[config.mk]
export PLATFORM = sky130hd
export DESIGN_NAME = score_ssd_driver_flat
export DESIGN_NICKNAME = d
export VERILOG_FILES = /design/src/rtl/score_ssd_driver_if.sv /design/src/rtl/score_ssd_driver.sv /design/src/flat_wrapper.sv
export SDC_FILE = /design/constraint.sdc
export NUM_CORES = 1
export LEC_CHECK = 0
export ABC_CLOCK_PERIOD_IN_PS = 3000
export BUFFER_PORTS_ARGS = -buffer_cell sky130_fd_sc_hd__buf_2
export CAP_MARGIN = 0
export CELL_PAD_IN_SITES_DETAIL_PLACEMENT = 1
export CELL_PAD_IN_SITES_GLOBAL_PLACEMENT = 2
export CORE_ASPECT_RATIO = 0.6
export CORE_MARGIN = 1.5
export CORE_UTILIZATION = 37
export CTS_CLUSTER_DIAMETER = 120
export DETAILED_ROUTE_END_ITERATION = 12
export GPL_TIMING_DRIVEN = 1
export PLACE_DENSITY = 0.84
export SYNTH_ARGS = -nofsm -noshare
export SYNTH_HDL_FRONTEND = slang
export SYNTH_SLANG_ARGS = --single-unit
[constraint.sdc]
create_clock -name Clk -period 3 [get_ports Clk]
set_input_delay 0.45 -clock Clk [delete_from_list [all_inputs] [get_ports Clk]]
set_output_delay 0.45 -clock Clk [all_outputs]
set_load 0.01 [all_outputs]
[src/rtl/score_ssd_driver_if.sv]
// Score-to-display bus: binary score in, multiplexed segment/anode drive and
// converter status out.
interface score_ssd_driver_if;
  logic [15:0] Score;
  logic [6:0]  SsdOut;
  logic [3:0]  Anode;
  logic        Busy;

  modport master (output Score, input SsdOut, input Anode, input Busy);
  modport slave  (input Score, output SsdOut, output Anode, output Busy);
endinterface

[src/rtl/score_ssd_driver.sv]
// Four-digit seven-segment driver: sequential double-dabble of the score into
// BCD digits, time-multiplexed onto active-low anodes/segments.
//
// state | meaning
// IDLE  | waiting for Score to differ from the last captured value
// CONV  | 16 shift/add-3 iterations of the double-dabble
// DONE  | commit BCD result to the displayed digit registers
module score_ssd_driver #(
  parameter int SCAN_DIV = 17,
  parameter bit LZ_BLANK = 1'b1
) (
  input logic           Clk,
  input logic           Reset,
  score_ssd_driver_if.slave bus
);

  localparam int SCAN_W = SCAN_DIV + 2;

  typedef enum logic [1:0] {IDLE, CONV, DONE} convState_t;

  convState_t  state, nextState;
  logic [15:0] lastValue;
  logic [15:0] shiftReg;
  logic [15:0] bcdAcc;
  logic [3:0]  iterCnt;
  logic [15:0] digits;
  logic [SCAN_W-1:0] scanCnt;

  logic        loadConv;
  logic        stepConv;
  logic        commitDigits;
  logic [15:0] satScore;
  logic [15:0] bcdAdj;
  logic [15:0] bcdNext;
  logic [15:0] shiftNext;

  logic [1:0]  digitIdx;
  logic [3:0]  selDigit;
  logic        blankDigit;
  logic [6:0]  segNext;

  function automatic logic [6:0] decodeSeg(input logic [3:0] d);
    logic [6:0] seg;
    case (d)
      4'd0:    seg = 7'b0000001;
      4'd1:    seg = 7'b1001111;
      4'd2:    seg = 7'b0010010;
      4'd3:    seg = 7'b0000110;
      4'd4:    seg = 7'b1001100;
      4'd5:    seg = 7'b0100100;
      4'd6:    seg = 7'b0100000;
      4'd7:    seg = 7'b0001111;
      4'd8:    seg = 7'b0000000;
      4'd9:    seg = 7'b0000100;
      default: seg = 7'b1111111;
    endcase
    return seg;
  endfunction

  assign satScore = (bus.Score > 16'd9999) ? 16'd9999 : bus.Score;

  always_ff @(posedge Clk or posedge Reset) begin
    if (Reset) state <= IDLE;
    else       state <= nextState;
  end

  always_comb begin
    nextState    = state;
    loadConv     = 1'b0;
    stepConv     = 1'b0;
    commitDigits = 1'b0;
    case (state)
      IDLE: begin
        if (bus.Score != lastValue) begin
          loadConv  = 1'b1;
          nextState = CONV;
        end
      end
      CONV: begin
        stepConv = 1'b1;
        if (iterCnt == 4'd15) nextState = DONE;
      end
      DONE: begin
        commitDigits = 1'b1;
        nextState    = IDLE;
      end
      default: nextState = IDLE;
    endcase
  end

  // Add-3 correction on every nibble before the combined left shift.
  always_comb begin
    bcdAdj = bcdAcc;
    for (int i = 0; i < 4; i++) begin
      if (bcdAcc[4*i +: 4] >= 4'd5) bcdAdj[4*i +: 4] = bcdAcc[4*i +: 4] + 4'd3;
    end
    bcdNext   = {bcdAdj[14:0], shiftReg[15]};
    shiftNext = {shiftReg[14:0], 1'b0};
  end

  always_ff @(posedge Clk or posedge Reset) begin
    if (Reset) begin
      lastValue <= '0;
      shiftReg  <= '0;
      bcdAcc    <= '0;
      iterCnt   <= '0;
      digits    <= '0;
    end else begin
      if (loadConv) begin
        lastValue <= bus.Score;
        shiftReg  <= satScore;
        bcdAcc    <= '0;
        iterCnt   <= '0;
      end else if (stepConv) begin
        shiftReg <= shiftNext;
        bcdAcc   <= bcdNext;
        iterCnt  <= iterCnt + 4'd1;
      end
      if (commitDigits) digits <= bcdAcc;
    end
  end

  always_ff @(posedge Clk or posedge Reset) begin
    if (Reset) scanCnt <= '0;
    else       scanCnt <= scanCnt + SCAN_W'(1);
  end

  assign digitIdx = scanCnt[SCAN_W-1 -: 2];
  assign selDigit = digits[{digitIdx, 2'b00} +: 4];

  // A digit is a leading zero when it and every more significant digit are zero.
  always_comb begin
    blankDigit = 1'b0;
    if (LZ_BLANK) begin
      case (digitIdx)
        2'd1:    blankDigit = (digits[15:4]  == 12'd0);
        2'd2:    blankDigit = (digits[15:8]  == 8'd0);
        2'd3:    blankDigit = (digits[15:12] == 4'd0);
        default: blankDigit = 1'b0;
      endcase
    end
  end

  assign segNext = blankDigit ? 7'b1111111 : decodeSeg(selDigit);

  always_ff @(posedge Clk or posedge Reset) begin
    if (Reset) begin
      bus.SsdOut <= 7'b0000001;
      bus.Anode  <= 4'b1110;
    end else begin
      bus.SsdOut <= segNext;
      bus.Anode  <= ~(4'b0001 << digitIdx);
    end
  end

  assign bus.Busy = (state != IDLE);

endmodule

[src/flat_wrapper.sv]
// flat-port wrapper written by rule: the top's interface ports become plain ports
module score_ssd_driver_flat 
#(
  parameter int SCAN_DIV = 17,
  parameter bit LZ_BLANK = 1'b1
)
  (Clk, Reset, bus_Score, bus_SsdOut, bus_Anode, bus_Busy);
  score_ssd_driver_if bus_i ();
  input logic Clk;
  input logic Reset;
  input wire logic [$bits(bus_i.Score)-1:0] bus_Score;
  output wire logic [$bits(bus_i.SsdOut)-1:0] bus_SsdOut;
  output wire logic [$bits(bus_i.Anode)-1:0] bus_Anode;
  output wire logic [$bits(bus_i.Busy)-1:0] bus_Busy;
  assign bus_i.Score = bus_Score;
  assign bus_SsdOut = bus_i.SsdOut;
  assign bus_Anode = bus_i.Anode;
  assign bus_Busy = bus_i.Busy;
  score_ssd_driver #(.SCAN_DIV(SCAN_DIV), .LZ_BLANK(LZ_BLANK)) u_core (.Clk(Clk), .Reset(Reset), .bus(bus_i));
endmodule
==> results.json, run 1 <==
{
  "grt_use_total": 0.170,
  "ctsResizeCount": 0,
  "clock_latency_ps": 350,
  "netlist_area_um2": 4950,
  "drt-initial-drc-count": 152,
  "max-vdd-ir-drop_mv": 0.269,
  "grt_pass1_vias": 3544,
  "clock_path_buffers": 2,
  "setup_viol_count_final": 0,
  "finalCoreUtilization": 0.430,
  "crit_path_end_kind": "flip-flop",
  "syn2layout_area_growth_pct": 12.4,
  "cts.htree.levels": 3,
  "cp_slowest_cell": "nor4_1",
  "yosysTopAreaCell": "dfrtp_1",
  "fin_crit_sh": 0.864,
  "cts_root_buf": "clkbuf_16",
  "slew_viol_final": 0,
  "max_stage_delay_ps": 580,
  "antenna_found_initial": 0,
  "min_period_ps": 2590,
  "vias_per_cell": 5.21,
  "cts_tree": "done",
  "first_pass_iters": 4,
  "cp_max_fo": 13,
  "fp-row-count": 32,
  "routabilityCongestion": 0.755,
  "die_width_um": 152,
  "yosysWarnings": 0,
  "start_util": 0.383,
  "async_flop_share": 1.00,
  "grt_pass1_wl_um": 18800,
  "clk_pin_slew_ps": 70,
  "synth_cell_types": 47,
  "status": "finished clean",
  "grt_max_degree": 37,
  "overflow": 0,
  "rsz0062_at_grt": "no",
  "antenna_left": 0,
  "setup_tns_ps": 0,
  "synth_fp_nets": 463,
  "slew_headroom": 0.442,
  "worstSetupStartpointType": "flip-flop",
  "yosys-top-cells-area": "dfrtp_1, mux2_2, xor2_1",
  "fillers": 1401,
  "cts_buffers": 9,
  "antenna_cells_inserted": 0,
  "synth_cells": 429,
  "crit_type": "reg2reg",
  "worstPathCellList": "xor2_1 > nor4_1 > nand4_2 > and2_1 > buf_4 > mux2_4",
  "dieArea_um2": 14100,
  "hold_viol": 0,
  "post_cts_buffers": 0,
  "layout-drive-gt1-share": 0.216,
  "crit_arrival_ps": 2820,
  "drv_cap": 0,
  "num_vias": 3321,
  "wl_per_cell_um": 17.4,
  "required_ps": 3230,
  "die_h_um": 92.6,
  "routed_wl_um": 11100,
  "drc": 0,
  "tightest_slew_ps": 835,
  "hold_buffers": 0,
  "fin_nets": 497,
  "fin_worst_skew_ps": 11.1,
  "leakage_nw": 2.58,
  "port_buffers": 29,
  "p_per_area_nw_per_um2": 958,
  "synth_ff_type": "dfrtp_1",
  "yosysSeqAreaShare": 0.506,
  "coreArea_um2": 12900,
  "ys_seq_elements": 100,
  "hp-class": "in2async",
  "clock_sinks": 100,
  "clock.fmax_ghz": 0.386,
  "avgSynthCellArea_um2": 11.5,
  "post-dp-hpwl_um": 7790,
  "io_pins": 30,
  "netlist.area_leader.share": 0.485,
  "synth_edf_count": 0
}
-- per-layer routing --
layer | GRT usage | share of wire | vias to the layer above
met5 | 0 | 0 | -
met4 | 0.0413 | 0.0097 | 0
met3 | 0.0379 | 0.041 | 9
met2 | 0.261 | 0.43 | 35
met1 | 0.243 | 0.52 | 1712
li1 | - | - | 1565
-- layout make-up --
type                       instances  area (um2)  area share
timing repair buffer              40         240      0.0432
sequential                       100        2510       0.450
clock buffer                      13         260      0.0468
multi-input combinational        291        2220       0.398
tap                              170         213      0.0382
clock inverter                     3        46.3     0.00832
inverter                          21        82.6      0.0148
-- cell families after synthesis --
family	share of synthesized area
AO/OA/AOI/OAI	0.107
XOR/XNOR	0.0725
adder cells (fa/ha/maj)	0.0404
buffers and inverters	0.0457
flip-flops	0.506
multiplexers	0.112
AND/OR/NAND/NOR	0.116
-- layout by cell type (no fill, tap or decap), types with 3 or more instances in the layout --
cell type	n
nand3_1	14
a21oi_1	8
and2_1	3
buf_2	29
mux4_2	3
nor2b_1	3
mux2_4	9
a221o_1	6
dfstp_2	4
o21ai_0	22
dfrtp_1	96
mux2_2	25
xnor2_1	17
nand2b_1	13
a221oi_1	4
nor4_1	6
nor2_1	18
a22o_1	19
mux2i_1	7
clkbuf_16	9
a21o_1	6
nor3_1	5
and3_1	4
inv_1	19
buf_4	10
nand2_1	38
nand4_1	4
xor2_1	24
ha_1	16
-- path summary, 6_finish.rpt --
check	from	endpoint	slack (ps)	cells past startpoint
max in group asynchronous	Reset	u_core.bus.Anode[2]$_DFF_PP1_	1990	3
min in group Clk	bus_Score[2]	u_core.lastValue[2]$_DFFE_PP0P_	370	2
worst min-delay path	Reset	u_core.bcdAcc[6]$_DFFE_PP0P_	260	2
worst min register to register	u_core.scanCnt[4]$_DFF_PP0_	u_core.scanCnt[4]$_DFF_PP0_	490	1
worst max-delay path	u_core.lastValue[12]$_DFFE_PP0P_	u_core.lastValue[5]$_DFFE_PP0P_	410	6
worst max register to register	u_core.lastValue[12]$_DFFE_PP0P_	u_core.lastValue[5]$_DFFE_PP0P_	410	6
-- where the power goes --
part	switching, W	leakage (nW)	internal (W)
Combinational	0.000948	1.19	0.000950
Clock	0.000497	0.146	0.000695
Sequential	0.000409	1.24	0.00184
-- sequential cells by signal (all words and copies together) (netlist names) --
register           cells
u_core.bcdAcc         16
u_core.bus.Anode       4
u_core.bus.SsdOut      7
u_core.digits         16
u_core.iterCnt         4
u_core.lastValue      16
u_core.scanCnt        19
u_core.shiftReg       16
u_core.state           2
-- metrics by stage --
| step | cells | hold slack, ps | power [W] | worst slack (ps) | area, um2 |
|---|---|---|---|---|---|
| floorplan | 429 | 437 | 0.00365 | 1020 | 4950 |
| CTS | 638 | 287 | 0.00538 | 472 | 5570 |
| detailed placement | 622 | 481 | 0.00413 | 324 | 5260 |
| global placement | 622 | 455 | 0.00403 | 341 | 5260 |
| global route | 638 | 314 | 0.00571 | 253 | 5570 |
| finish | 638 | 260 | 0.00533 | 407 | 5570 |
-- worst max-delay path, delay by kind of cell, from the launching register on --
kind | cells | cell delay (ps)
buffers and inverters | 1 | 280
muxes | 1 | 310
DFF | 1 | 400
and+or+nand+nor | 3 | 1270
xor gates and xnor gates | 1 | 210
-- cells in the mapped netlist (2+ instances only) --
cell type,number
nor2_1,18
nand2b_1,13
mux4_2,3
xnor2_1,17
xor2_1,24
and2_1,3
a22o_1,19
o21ai_0,22
nor4_1,6
inv_1,20
a221o_1,6
ha_1,16
dfrtp_1,96
nand3_1,14
mux2_2,25
clkbuf_1,6
a21oi_1,8
and3_1,4
buf_2,5
buf_6,3
mux2_4,9
nand2_1,38
mux2i_1,7
nand4_1,4
o22ai_1,2
dfstp_2,4
o21ai_1,2
a21o_1,6
nor3_1,5
nor2b_1,3
a221oi_1,4
a21boi_0,2
No activity file was read; power rests on OpenSTA's default activity.
==> run 2: changes to the inputs <==
Settings changed: CORE_MARGIN 1.5 to 8, GPL_TIMING_DRIVEN 1 to 0.
==> run 2 against run 1 <==
Power increased by 0.35%. Clock power shrank 4%. Critical path depth stayed put. Core utilization increased by 0.42 points. Global-route usage down 3.0 points. Clock-buffer cell count shrank 2. Clock skew fell by 4.6 ps. Worst hold slack lost 85 ps. Routed wire length up 4.9%. Critical path type unchanged. Critical endpoint is now u_core.bcdAcc[10]$_DFFE_PP0P_. Largest cell class unchanged.
==> results.json, run 2 (same netlist as run 1, synthesis figures left out) <==
{
  "status": "finished clean",
  "setup_tns_ps": 0,
  "tightest_slew_ps": 615,
  "slew_viol_final": 0,
  "hold_viol": 0,
  "crit_type": "reg2reg",
  "routabilityCongestion": 0.780,
  "fin_nets": 505,
  "first_pass_iters": 4,
  "routed_wl_um": 11600,
  "finalCoreUtilization": 0.435,
  "crit_arrival_ps": 2830,
  "layout-drive-gt1-share": 0.216,
  "post_cts_buffers": 0,
  "r2r_start": "u_core.lastValue[12]$_DFFE_PP0P_",
  "vias_per_cell": 5.23,
  "dieArea_um2": 17500,
  "finalWorstSetupSlack_ps": 445,
  "switching_share": 0.350,
  "overflow": 0,
  "grt_max_degree": 41,
  "max-vdd-ir-drop_mv": 0.328,
  "cts.htree.levels": 3,
  "clk_pin_slew_ps": 70,
  "grt_pass1_vias": 3598,
  "cts_tree": "done",
  "die_width_um": 165,
  "rsz0062_at_grt": "no",
  "leakage_nw": 2.62,
  "p_int_w": 0.00348,
  "port_buffers": 29,
  "drc": 0,
  "power_switching_w": 0.00187,
  "start_util": 0.382,
  "critPathLaunch": "u_core.lastValue[12]$_DFFE_PP0P_",
  "setup_viol_count_final": 0,
  "io_pins": 30,
  "post-dp-hpwl_um": 8320,
  "final_common_cell": "dfrtp_1",
  "fp-row-count": 32,
  "fin_worst_skew_ps": 6.51,
  "cts_buffers": 9,
  "finalPower_w": 0.00535,
  "drv_cap": 0,
  "syn2layout_area_growth_pct": 13.9,
  "regMostFlops": "u_core.scanCnt",
  "cts_root_buf": "clkbuf_16",
  "crit_path_end_kind": "flip-flop",
  "min_period_ps": 2560,
  "slew_headroom": 0.588,
  "cp_max_fo": 10,
  "final_cell_mix": "dfrtp_1, nand2_1, buf_2",
  "hold_buffers": 0,
  "clock_sinks": 100,
  "worstSetupStartpointType": "flip-flop",
  "num_vias": 3378,
  "drt-initial-drc-count": 184,
  "clock_latency_ps": 340,
  "largest_reg_flops": 19,
  "r2r_slack_ps": 440,
  "clock_path_buffers": 2,
  "seq_power_share": 0.419,
  "grt_use_total": 0.140,
  "ctsResizeCount": 0,
  "antenna_found_initial": 0,
  "antenna_cells_inserted": 0,
  "p_per_area_nw_per_um2": 949,
  "clock.fmax_ghz": 0.391,
  "antenna_left": 0,
  "wl_per_cell_um": 18.0,
  "grt_pass1_wl_um": 19300,
  "required_ps": 3270,
  "fin_crit_sh": 0.852,
  "dpl_worst_slack_ps": 270,
  "pwr-share-comb": 0.368,
  "die_h_um": 106,
  "clock_power_share": 0.213,
  "coreArea_um2": 13000,
  "hp-class": "in2async"
}
## run 2: final cells by class
class	count	area, um2
multi-input cells	291	2220
repair buffers	31	185
clock buffers	11	233
plain buffers	17	148
inverters	21	82.6
fillers	1426	7330
flip-flops and latches	100	2510
clock inverters	5	52.6
well taps	170	213
## run 2: path summary, 6_finish.rpt
kind	end	cells after the start
worst max-delay path	u_core.bcdAcc[10]$_DFFE_PP0P_	6
max in group asynchronous	u_core.bcdAcc[13]$_DFFE_PP0P_	4
worst min-delay path	u_core.bcdAcc[6]$_DFFE_PP0P_	2
worst max register to register	u_core.bcdAcc[10]$_DFFE_PP0P_	6
min in group Clk	u_core.lastValue[1]$_DFFE_PP0P_	2
worst min register to register	u_core.scanCnt[4]$_DFF_PP0_	1
## run 2: metrics by stage
stage	cells	area, um2	hold slack (ps)
3_5_place_dp	630	5350	454
5_1_grt	646	5640	211
3_3_place_gp	628	5310	453
4_1_cts	646	5640	186
6_report	646	5640	174
2_1_floorplan	429	4950	437
## run 2: worst max-delay path, cell delays in order (launching register included)
cell	delay (ps)
dfrtp_1	390
xor2_1	210
nor4_1	510
nand4_2	320
o21ai_1	520
buf_2	360
a22o_1	190
## run 2: layer usage
layer	GRT usage	wire length (um)	up-vias	share of wire
li1	-	-	1587	-
met1	0.205	5820	1742	0.50
met2	0.201	5220	37	0.45
met3	0.0373	475	12	0.041
met4	0.0324	119	0	0.010
met5	0	0	-	0
## run 2: power groups by stage
stage               Combinational (W)  Sequential [W]  Clock (W)
CTS                           0.00199         0.00225    0.00118
global route                  0.00220         0.00232    0.00123
global placement              0.00185         0.00222          0
floorplan                     0.00150         0.00214          0
detailed placement            0.00196         0.00225          0
finish                        0.00197         0.00224    0.00114
==> run 3: changes to the inputs <==
Settings changed: ABC_AREA from default to 1, CORE_MARGIN 8 to default, CORE_UTILIZATION 37 to 33.
==> run 3 against run 2 <==
Highest routed layer unchanged. Largest cell class unchanged. Sequential power is 3% lower. Critical endpoint is now u_core.bus.SsdOut[6]$_DFF_PP0_. Non-clock buffer count is 1 higher. Setup slack better by 130 ps. Clock-buffer cell count stayed put. Via count is 25% higher. Global-route usage is 4.0 points higher. Area after synthesis is 3.3% higher. Maximum frequency is 5.4% higher. First-iteration DRC count is 20% higher. Core utilization is 3.9 points lower.
==> results.json, run 3 <==
{
  "routabilityCongestion": 0.807,
  "max-vdd-ir-drop_mv": 0.317,
  "synth.top_cells.by_count": "nand2_1, dfrtp_1, inv_1",
  "clock_sinks": 100,
  "min_period_ps": 2420,
  "cts_tree": "done",
  "wl_met1_um": 7230,
  "dr_wl_met2_um": 5440,
  "yosysTopAreaCell": "dfrtp_1",
  "synth_top_family_by_area": "simple AND/OR/NAND/NOR gates",
  "final_common_cell": "nand2_1",
  "hold_viol": 0,
  "drt-initial-drc-count": 220,
  "synth_ff_type": "dfrtp_1",
  "drc": 0,
  "coreArea_um2": 14800,
  "avgSynthCellArea_um2": 8.17,
  "num_vias": 4210,
  "async_flop_share": 1.00,
  "synth_fp_nets": 660,
  "synth_edf_count": 0,
  "layout-drive-gt1-share": 0.137,
  "finalCoreUtilization": 0.395,
  "cts_root_buf": "clkbuf_16",
  "cp_max_fo": 6,
  "overflow": 0,
  "die_width_um": 163,
  "grt_pass1_wl_um": 22500,
  "hp-class": "in2async",
  "crit_end": "u_core.bus.SsdOut[6]$_DFF_PP0_",
  "grt_use_total": 0.180,
  "fin_crit_sh": 0.808,
  "leakage_nw": 3.02,
  "wl_per_cell_um": 15.1,
  "synth_cells": 626,
  "start_util": 0.345,
  "ys_seq_elements": 100,
  "routed_wl_um": 13100,
  "drv_cap": 0,
  "yosysMostFrequentCell": "nand2_1",
  "synth-xor-area-share": 0.0343,
  "fin_nets": 702,
  "netlist_area_um2": 5110,
  "synth_compound_area_frac": 0.108,
  "dieArea_um2": 16000,
  "grt_pass1_vias": 4338,
  "fin_worst_skew_ps": 8.90,
  "cts.htree.levels": 3,
  "clock_path_buffers": 2,
  "synth_cell_types": 36,
  "rsz0062_at_grt": "no",
  "vias_per_cell": 4.83,
  "syn2layout_area_growth_pct": 14.5,
  "clock_latency_ps": 350,
  "hold_buffers": 0,
  "crit_arrival_ps": 2650,
  "crit_path_end_kind": "flip-flop",
  "topRoutingLayerUsed": "met4",
  "post_cts_buffers": 0,
  "largest_reg_flops": 19,
  "status": "finished clean",
  "setup_tns_ps": 0,
  "clk_pin_slew_ps": 70,
  "r2r_slack_ps": 580,
  "final_cell_mix": "nand2_1, dfrtp_1, inv_1",
  "critPathLaunch": "u_core.scanCnt[18]$_DFF_PP0_",
  "slew_viol_final": 0,
  "setup_viol_count_final": 0,
  "die_h_um": 98.4,
  "r2r.worst_path.cells": 9,
  "required_ps": 3230,
  "yosysWarnings": 0,
  "first_pass_iters": 5,
  "clock.fmax_ghz": 0.413,
  "tightest_slew_ps": 655,
  "regMostFlops": "u_core.scanCnt",
  "io_pins": 30,
  "crit_type": "reg2reg",
  "met3WireLength_um": 367,
  "antenna_cells_inserted": 0,
  "ctsResizeCount": 0,
  "worstSetupStartpointType": "flip-flop",
  "antenna_left": 0,
  "fp-row-count": 34,
  "port_buffers": 29,
  "r2r-end": "u_core.bus.SsdOut[6]$_DFF_PP0_",
  "yosysSeqAreaShare": 0.490,
  "post-dp-hpwl_um": 10000,
  "netlist.area_leader.share": 0.470,
  "antenna_found_initial": 0,
  "yosys-top-cells-area": "dfrtp_1, nand2_1, o21ai_0",
  "grt_max_degree": 43,
  "slew_headroom": 0.562,
  "synthSimpleGateAreaFrac": 0.243,
  "synth_fa_ha_area_frac": 0.0392,
  "r2r_start": "u_core.scanCnt[18]$_DFF_PP0_",
  "synthMuxAreaShare": 0,
  "cts_buffers": 9,
  "p_per_area_nw_per_um2": 972
}
[run 3: cell types whose count changed after synthesis, moves of 22 or more]
cell	delta
nand2_1	+138
inv_1	+63
o21ai_0	+41
nand3_1	+32
mux2_2	-25
nor2_1	+22
[run 3: power by group]
group	switching [W]	leakage (nW)	internal (W)
clock network	0.000525	0.146	0.000674
logic	0.00148	1.64	0.000837
registers	0.000316	1.24	0.00186
total	0.00232	3.02	0.00337
[run 3: area by class of cell]
cell class | instances | area [um2]
buffer | 18 | 103
multi-input combinational | 420 | 2170
clock inverter | 5 | 60.1
fill | 1781 | 8950
sequential | 100 | 2510
inverter | 88 | 334
timing repair buffer | 31 | 185
clock buffer | 11 | 243
tap | 198 | 248
[run 3: worst min path at each step]
stage / to / cells after the start
after floorplan: u_core.scanCnt[0]$_DFF_PP0_ / 1
after global placement: u_core.scanCnt[0]$_DFF_PP0_ / 1
after global routing: u_core.lastValue[3]$_DFFE_PP0P_ / 2
after detailed placement: u_core.scanCnt[0]$_DFF_PP0_ / 1
final: u_core.lastValue[2]$_DFFE_PP0P_ / 2
after CTS: u_core.lastValue[2]$_DFFE_PP0P_ / 2
[run 3: logic make-up (layout without fill, tap and decap cells)]
family | count (synthesis) | in the layout
AND/OR/NAND/NOR | 291 | 291
buffers and inverters | 106 | 153
flip-flops | 100 | 100
AO/OA/AOI/OAI | 93 | 93
XOR/XNOR | 20 | 20
adder cells (fa/ha/maj) | 16 | 16
[run 3: critical path, stage by stage, from the launching register on]
cell and delay (ps):
dfrtp_1 490, inv_1 190, nand2_1 140, o21ai_0 130, nor3_1 520, inv_1 200
ha_1 250, or2_1 240, o211ai_1 80, nand2_1 70
[run 3: metal layers]
metal | GRT usage | up-vias
met4 | 0.0474 | 0
met5 | 0 | -
met2 | 0.256 | 51
met1 | 0.276 | 2089
li1 | - | 2062
met3 | 0.0366 | 8
[run 3: metrics by stage]
stage	setup slack, ps	cell area, um2	hold WS, ps	cells	total power [W]
3_5_place_dp	553	5550	445	855	0.00451
4_1_cts	549	5850	199	871	0.00574
5_1_grt	292	5850	234	871	0.00618
3_3_place_gp	570	5510	437	853	0.00434
6_report	576	5850	185	871	0.00569
2_1_floorplan	1100	5120	422	626	0.00381
